$ cat config.mk
export PLATFORM = sky130hd
export DESIGN_NAME = cla_adder_pipe
export DESIGN_NICKNAME = d
export VERILOG_FILES = /design/src/rtl/cla_adder_pipe.sv
export SDC_FILE = /design/constraint.sdc
export NUM_CORES = 1
export LEC_CHECK = 0
export BUFFER_PORTS_ARGS = -buffer_cell sky130_fd_sc_hd__buf_4
export CAP_MARGIN = 10
export CORE_ASPECT_RATIO = 1.4
export CORE_UTILIZATION = 36
export CTS_CLUSTER_SIZE = 30
export DETAILED_ROUTE_END_ITERATION = 12
export HOLD_SLACK_MARGIN = 0.15
export MAX_ROUTING_LAYER = met4
export PLACE_DENSITY_LB_ADDON = 0.3
export RECOVER_POWER = 50
export SYNTH_ARGS = -nofsm -noshare
export SYNTH_HDL_FRONTEND = slang
export SYNTH_SLANG_ARGS = --single-unit
$ cat constraint.sdc
create_clock -name clk -period 1.46 [get_ports clk]
set_input_delay 0.146 -clock clk [delete_from_list [all_inputs] [get_ports clk]]
set_output_delay 0.146 -clock clk [all_outputs]
set_load 0.02 [all_outputs]
$ cat src/rtl/cla_adder_pipe.sv
// ---------------------------------------------------------------------------
// cla_adder_pipe
//   Pipelined carry-lookahead adder/subtractor for partial-product
//   accumulation in the systolic-array MUL datapath. The operand is split
//   into 4-bit lookahead groups; groups ripple their carry to each other and
//   a register cut is placed after every GROUPS_PER_STAGE groups. Each stage
//   register carries the running carry, the sum bits already produced and the
//   operand bits still to be added, so all bits of a result leave together.
//
// Parameters
//   WIDTH            operand/sum width, multiple of 4, >= 4
//   GROUPS_PER_STAGE 4-bit groups evaluated per pipeline stage, >= 1
//   Latency = ceil((WIDTH/4)/GROUPS_PER_STAGE) cycles.
//
// Ports
//   clk        clock, rising edge
//   rstn       asynchronous active-low reset
//   in_valid   operands valid
//   in_ready   block can accept operands this cycle (combinational)
//   a, b       operands
//   cin        carry-in (add) / borrow-in (sub)
//   sub        0: a+b+cin, 1: a-b-cin
//   out_valid  result valid
//   out_ready  downstream accepts result
//   sum        result
//   cout       carry-out (add) / NOT borrow (sub)
//   ovf        signed two's-complement overflow
// ---------------------------------------------------------------------------
module cla_adder_pipe #(
  parameter int WIDTH            = 16,
  parameter int GROUPS_PER_STAGE = 1
) (
  input  logic             clk,
  input  logic             rstn,
  input  logic             in_valid,
  output logic             in_ready,
  input  logic [WIDTH-1:0] a,
  input  logic [WIDTH-1:0] b,
  input  logic             cin,
  input  logic             sub,
  output logic             out_valid,
  input  logic             out_ready,
  output logic [WIDTH-1:0] sum,
  output logic             cout,
  output logic             ovf
);

  localparam int NUM_GROUPS = WIDTH / 4;
  localparam int NUM_STAGES = (NUM_GROUPS + GROUPS_PER_STAGE - 1) / GROUPS_PER_STAGE;
  localparam int STAGE_BITS = 4 * GROUPS_PER_STAGE;

  logic             en;
  logic [WIDTH-1:0] b_eff;
  logic             c0;

  // The whole pipeline moves as one: it advances whenever the output slot is
  // empty or being consumed, bubbles included.
  assign en       = out_ready | ~out_valid;
  assign in_ready = en;

  // Subtraction is a + ~b + ~cin, i.e. a - b - cin modulo 2^WIDTH.
  assign b_eff = b ^ {WIDTH{sub}};
  assign c0    = cin ^ sub;

  // Two-level lookahead for one 4-bit group. Returns {carry_out, sum[3:0]}.
  function automatic logic [4:0] cla4(input logic [3:0] x, input logic [3:0] y,
                                      input logic ci);
    logic [3:0] p;
    logic [3:0] g;
    logic       c1, c2, c3, c4;
    p  = x | y;
    g  = x & y;
    c1 = g[0] | (p[0] & ci);
    c2 = g[1] | (p[1] & g[0]) | (p[1] & p[0] & ci);
    c3 = g[2] | (p[2] & g[1]) | (p[2] & p[1] & g[0]) | (p[2] & p[1] & p[0] & ci);
    c4 = g[3] | (p[3] & g[2]) | (p[3] & p[2] & g[1]) | (p[3] & p[2] & p[1] & g[0])
       | (p[3] & p[2] & p[1] & p[0] & ci);
    return {c4, x ^ y ^ {c3, c2, c1, ci}};
  endfunction

  for (genvar k = 0; k < NUM_STAGES; k++) begin : g_stage
    // Bits [LO, HI) of the result are produced in this stage; operand bits
    // arrive already shifted so this stage's groups sit at the bottom of a_in.
    localparam int LO   = STAGE_BITS * k;
    localparam int HI   = (LO + STAGE_BITS > WIDTH) ? WIDTH : LO + STAGE_BITS;
    localparam int NB   = HI - LO;
    localparam int NG   = NB / 4;
    localparam bit LAST = (k == NUM_STAGES - 1);

    logic [WIDTH-LO-1:0] a_in;
    logic [WIDTH-LO-1:0] b_in;
    logic                c_in;
    logic                v_in;
    logic [NB-1:0]       s_new;
    logic                c_out;
    logic [4:0]          grp;
    logic                carry;
    logic [HI-1:0]       s_next;
    logic [HI-1:0]       s_q;
    logic                c_q;
    logic                v_q;

    if (k == 0) begin : g_first
      assign a_in   = a;
      assign b_in   = b_eff;
      assign c_in   = c0;
      assign v_in   = in_valid;
      assign s_next = s_new;
    end else begin : g_next
      assign a_in   = g_stage[k-1].g_fwd.a_q;
      assign b_in   = g_stage[k-1].g_fwd.b_q;
      assign c_in   = g_stage[k-1].c_q;
      assign v_in   = g_stage[k-1].v_q;
      assign s_next = {s_new, g_stage[k-1].s_q};
    end

    // Groups inside one stage ripple their carries combinationally.
    always_comb begin
      carry = c_in;
      s_new = '0;
      grp   = '0;
      for (int j = 0; j < NG; j++) begin
        grp              = cla4(a_in[4*j +: 4], b_in[4*j +: 4], carry);
        s_new[4*j +: 4]  = grp[3:0];
        carry            = grp[4];
      end
      c_out = carry;
    end

    always_ff @(posedge clk or negedge rstn) begin
      if (!rstn) begin
        v_q <= 1'b0;
        s_q <= '0;
        c_q <= 1'b0;
      end else if (en) begin
        v_q <= v_in;
        s_q <= s_next;
        c_q <= c_out;
      end
    end

    if (!LAST) begin : g_fwd
      // Operand bits not yet consumed travel with the partial result.
      logic [WIDTH-HI-1:0] a_q;
      logic [WIDTH-HI-1:0] b_q;
      always_ff @(posedge clk or negedge rstn) begin
        if (!rstn) begin
          a_q <= '0;
          b_q <= '0;
        end else if (en) begin
          a_q <= a_in[WIDTH-LO-1:NB];
          b_q <= b_in[WIDTH-LO-1:NB];
        end
      end
    end else begin : g_last
      // Carry into the MSB is recovered as a^b^sum at that bit.
      logic ovf_q;
      always_ff @(posedge clk or negedge rstn) begin
        if (!rstn) begin
          ovf_q <= 1'b0;
        end else if (en) begin
          ovf_q <= a_in[NB-1] ^ b_in[NB-1] ^ s_new[NB-1] ^ c_out;
        end
      end
    end
  end

  assign out_valid = g_stage[NUM_STAGES-1].v_q;
  assign sum       = g_stage[NUM_STAGES-1].s_q;
  assign cout      = g_stage[NUM_STAGES-1].c_q;
  assign ovf       = g_stage[NUM_STAGES-1].g_last.ovf_q;

endmodule

==> impl_results.md <==
- Syn avg cell area: 9.23 um^2
- Worst Setup End Kind: flip-flop
- Initial drt markers: 154
- I/O pin total: 58
- Row cnt: 48
- CP max-delay cell: or4_1
- Static leakage: 3.04 nW
- Synth unique cells: 38
- Routed WL: 9.78 mm
- Critical Path Fanout Max: 5
- MaxCap Viol Count: 0
- Fraction of registers with async set/reset: 1.00
- PD cells: 1960 mW/mm^2
- Clk sinks: 97
- Peak supply drop: 0.780 mV
- Ranking of synthesized cells by area: dfrtp_1 52%, nand2_1 14%, ha_1 8.6%
- Synth top area share: 0.520
- Core ar.: 0.0125 mm^2
- Clock buffer depth: 2
- DRT antenna net count: 0
- # setup viols final: 3
- Tot GR Track Use: 0.160
- Crit path kind: reg -> reg
- Finished Cell Area: 0.00608 mm^2
- Fin. max-slew vios: 0
- Final Cycle Share: 1.07
- Final GP Congestion: 0.762
- Worst Setup Slack, final: -102 ps
- Setup slack at placement: -96.9 ps
- Largest net degree at the start of global routing: 98
- Die Wd: 98.3 um
- First-pass GRT wire length: 16.5 mm
- DRC: 0
- Critical Path Start Type: flip-flop
- Die area: 0.0134 mm^2
- CP top delay family: simple AND/OR/NAND/NOR gates
- Vias per inst: 4.75
- Height of the die: 137 um
- Syn nets: 580
- Max_slew headroom: 0.422
- Unrepaired setup endpoints after global routing: yes
- YS warnings: 0
- Synthesized instance count: 506
- Area grow syn2layout: 30.1%
- Post-DP HPWL: 6.66 mm
- TritonCTS buffer count: 9
- Starting density of the core: 0.374
- Worst Path Buf+Inv: 1
- Fraction of layout cells with a size suffix above 1: 0.194
- Failing checks: setup timing
- Clock skew: 6.52 ps
- Number of synthesized flops with an enable pin: 0
- Vias in the first global route: 3636
- Clk Latency, worst-skew pair: 350 ps
- CTS Root Buffer Type: clkbuf_16
- Worst Tran Pin Value: 866 ps
- First-pass DRT Iterations: 6
- Routed length on met1: 4.12 mm
- Placed Area: 0.00542 mm^2
- Clock transition at path regs: 70 ps
- WP data arrival: 1830 ps
- Biggest area consumer among synthesized cells: dfrtp_1
- Outcome: finished with violations
- Grt total ovfl: 0
- CP peak stage delay: 470 ps
- Met2 wire length: 5.11 mm
- Synth Flop Type: dfrtp_1
- Max frequency: 640 MHz
- Met3 WL: 247 um
- Highest Signal Layer: met4
- H-tree depth: 3
- Fin nets: 677
- CTS tree: yes
- Flops & latches, synth: 97
- WL/cell: 12.9 um
- Design Power: 0.0119 W
- Sequential share of the synthesized area: 0.520
- Initial antenna violation count: 0
- Worst-path cell chain: inv_2, ha_4, nor2b_4, o21a_4, or4_1, a31oi_1
- Post-layout minimum cycle time: 1560 ps
- HP Class: in -> reg
- Ant. Diodes: 0
- Util after Layout: 0.486
- Endpoints failing hold: 0
- Via count: 3604
- Worst path required time: 1730 ps
- Post-synthesis cell area: 0.00467 mm^2
- Port Buffers: 57
flip-flops by register name, summed over array words and instances (netlist names), 3 cells and up:
| signal | cells |
|---|---|
| g_stage.c_q | 3 |
| g_stage.g_fwd.a_q | 24 |
| g_stage.g_fwd.b_q | 24 |
| g_stage.s_q | 24 |
| g_stage.v_q | 3 |
| sum | 16 |
power by group:
part           internal [W]  switching (W)  total (W)
logic               0.00214        0.00270    0.00484
registers           0.00390       0.000658    0.00456
clock network       0.00150        0.00102    0.00252
total               0.00754        0.00438     0.0119
layout by cell type (no fill, tap or decap), types with 6 or more instances in the layout:
cell type,n
nor3_1,6
dfrtp_1,97
xor2_1,13
a21oi_1,15
dlygate4sd3_1,26
nand2_1,169
inv_2,6
ha_1,26
o21ai_0,32
xnor2_1,9
nor2_1,24
clkbuf_16,10
buf_4,71
inv_1,35
routing by layer:
metal  track usage  vias up
li1              -     1789
met1         0.183     1738
met2         0.272       59
met3        0.0281       18
met4        0.0796        0
met5             -        -
synth_stat cells (2+ instances only):
library cell	count
a21oi_1	15
buf_2	11
clkbuf_1	10
dfrtp_1	97
fa_1	4
ha_1	32
inv_1	41
nand2_1	169
nand2b_1	2
nand3_1	2
nor2_1	24
nor2b_1	3
nor3_1	7
nor4_1	3
nor4b_1	3
o21a_1	2
o21ai_0	32
o21bai_1	3
o31a_1	2
o31ai_1	6
xnor2_1	9
xor2_1	13
area by class of cell:
class / count / area (um^2)
clock buffers: 9 / 225
clock inverters: 7 / 92.6
fillers: 1216 / 6420
inverters: 42 / 160
multi-input cells: 343 / 2050
flip-flops and latches: 97 / 2430
well taps: 150 / 188
repair buffers: 110 / 933
logic make-up after synthesis:
kind of cell	share of synthesized area
AOI/OAI and AO/OA	0.0879
adders and majority gates	0.103
xor gates and xnor gates	0.0413
muxes	0.00214
and+or+nand+nor	0.188
DFF	0.520
buffers and inverters	0.0579
path summary, 6_finish.rpt:
check | from | to | slack (ps) | depth (start not counted)
max | g_stage[2].g_fwd.b_q[0] | ovf | -100 | 6
max reg2reg | g_stage[2].g_fwd.b_q[0] | ovf | -100 | 6
max in group asynchronous | rstn | sum[3] | 330 | 3
min | a[0] | g_stage[0].s_q[0] | 270 | 4
min reg2reg | sum[9] | sum[9] | 460 | 2
min in group asynchronous | rstn | g_stage[0].g_fwd.a_q[3] | 550 | 3
metrics by stage:
step	hold slack (ps)	cells	setup TNS (ps)
floorplan	-150	506	-175
global placement	244	712	-42.9
detailed placement	251	712	-342
CTS	273	756	-194
global route	285	758	-398
finish	272	758	-136
worst reg2reg max path: stages (launching register included):
cell and delay (ps):
dfrtp_1 400, inv_2 90, ha_4 140, nor2b_4 40, o21a_4 200, or4_1 470
a31oi_1 150
repair_timing:
action	CTS	global route
buffers inserted	2	1
hold buffers	26	0
cloned	0	1
pin swaps	4	3
hold endpoints to repair	122	0
resized for setup	2	16
setup endpoints to repair	5	19
Power figures use the tool's default switching activity.
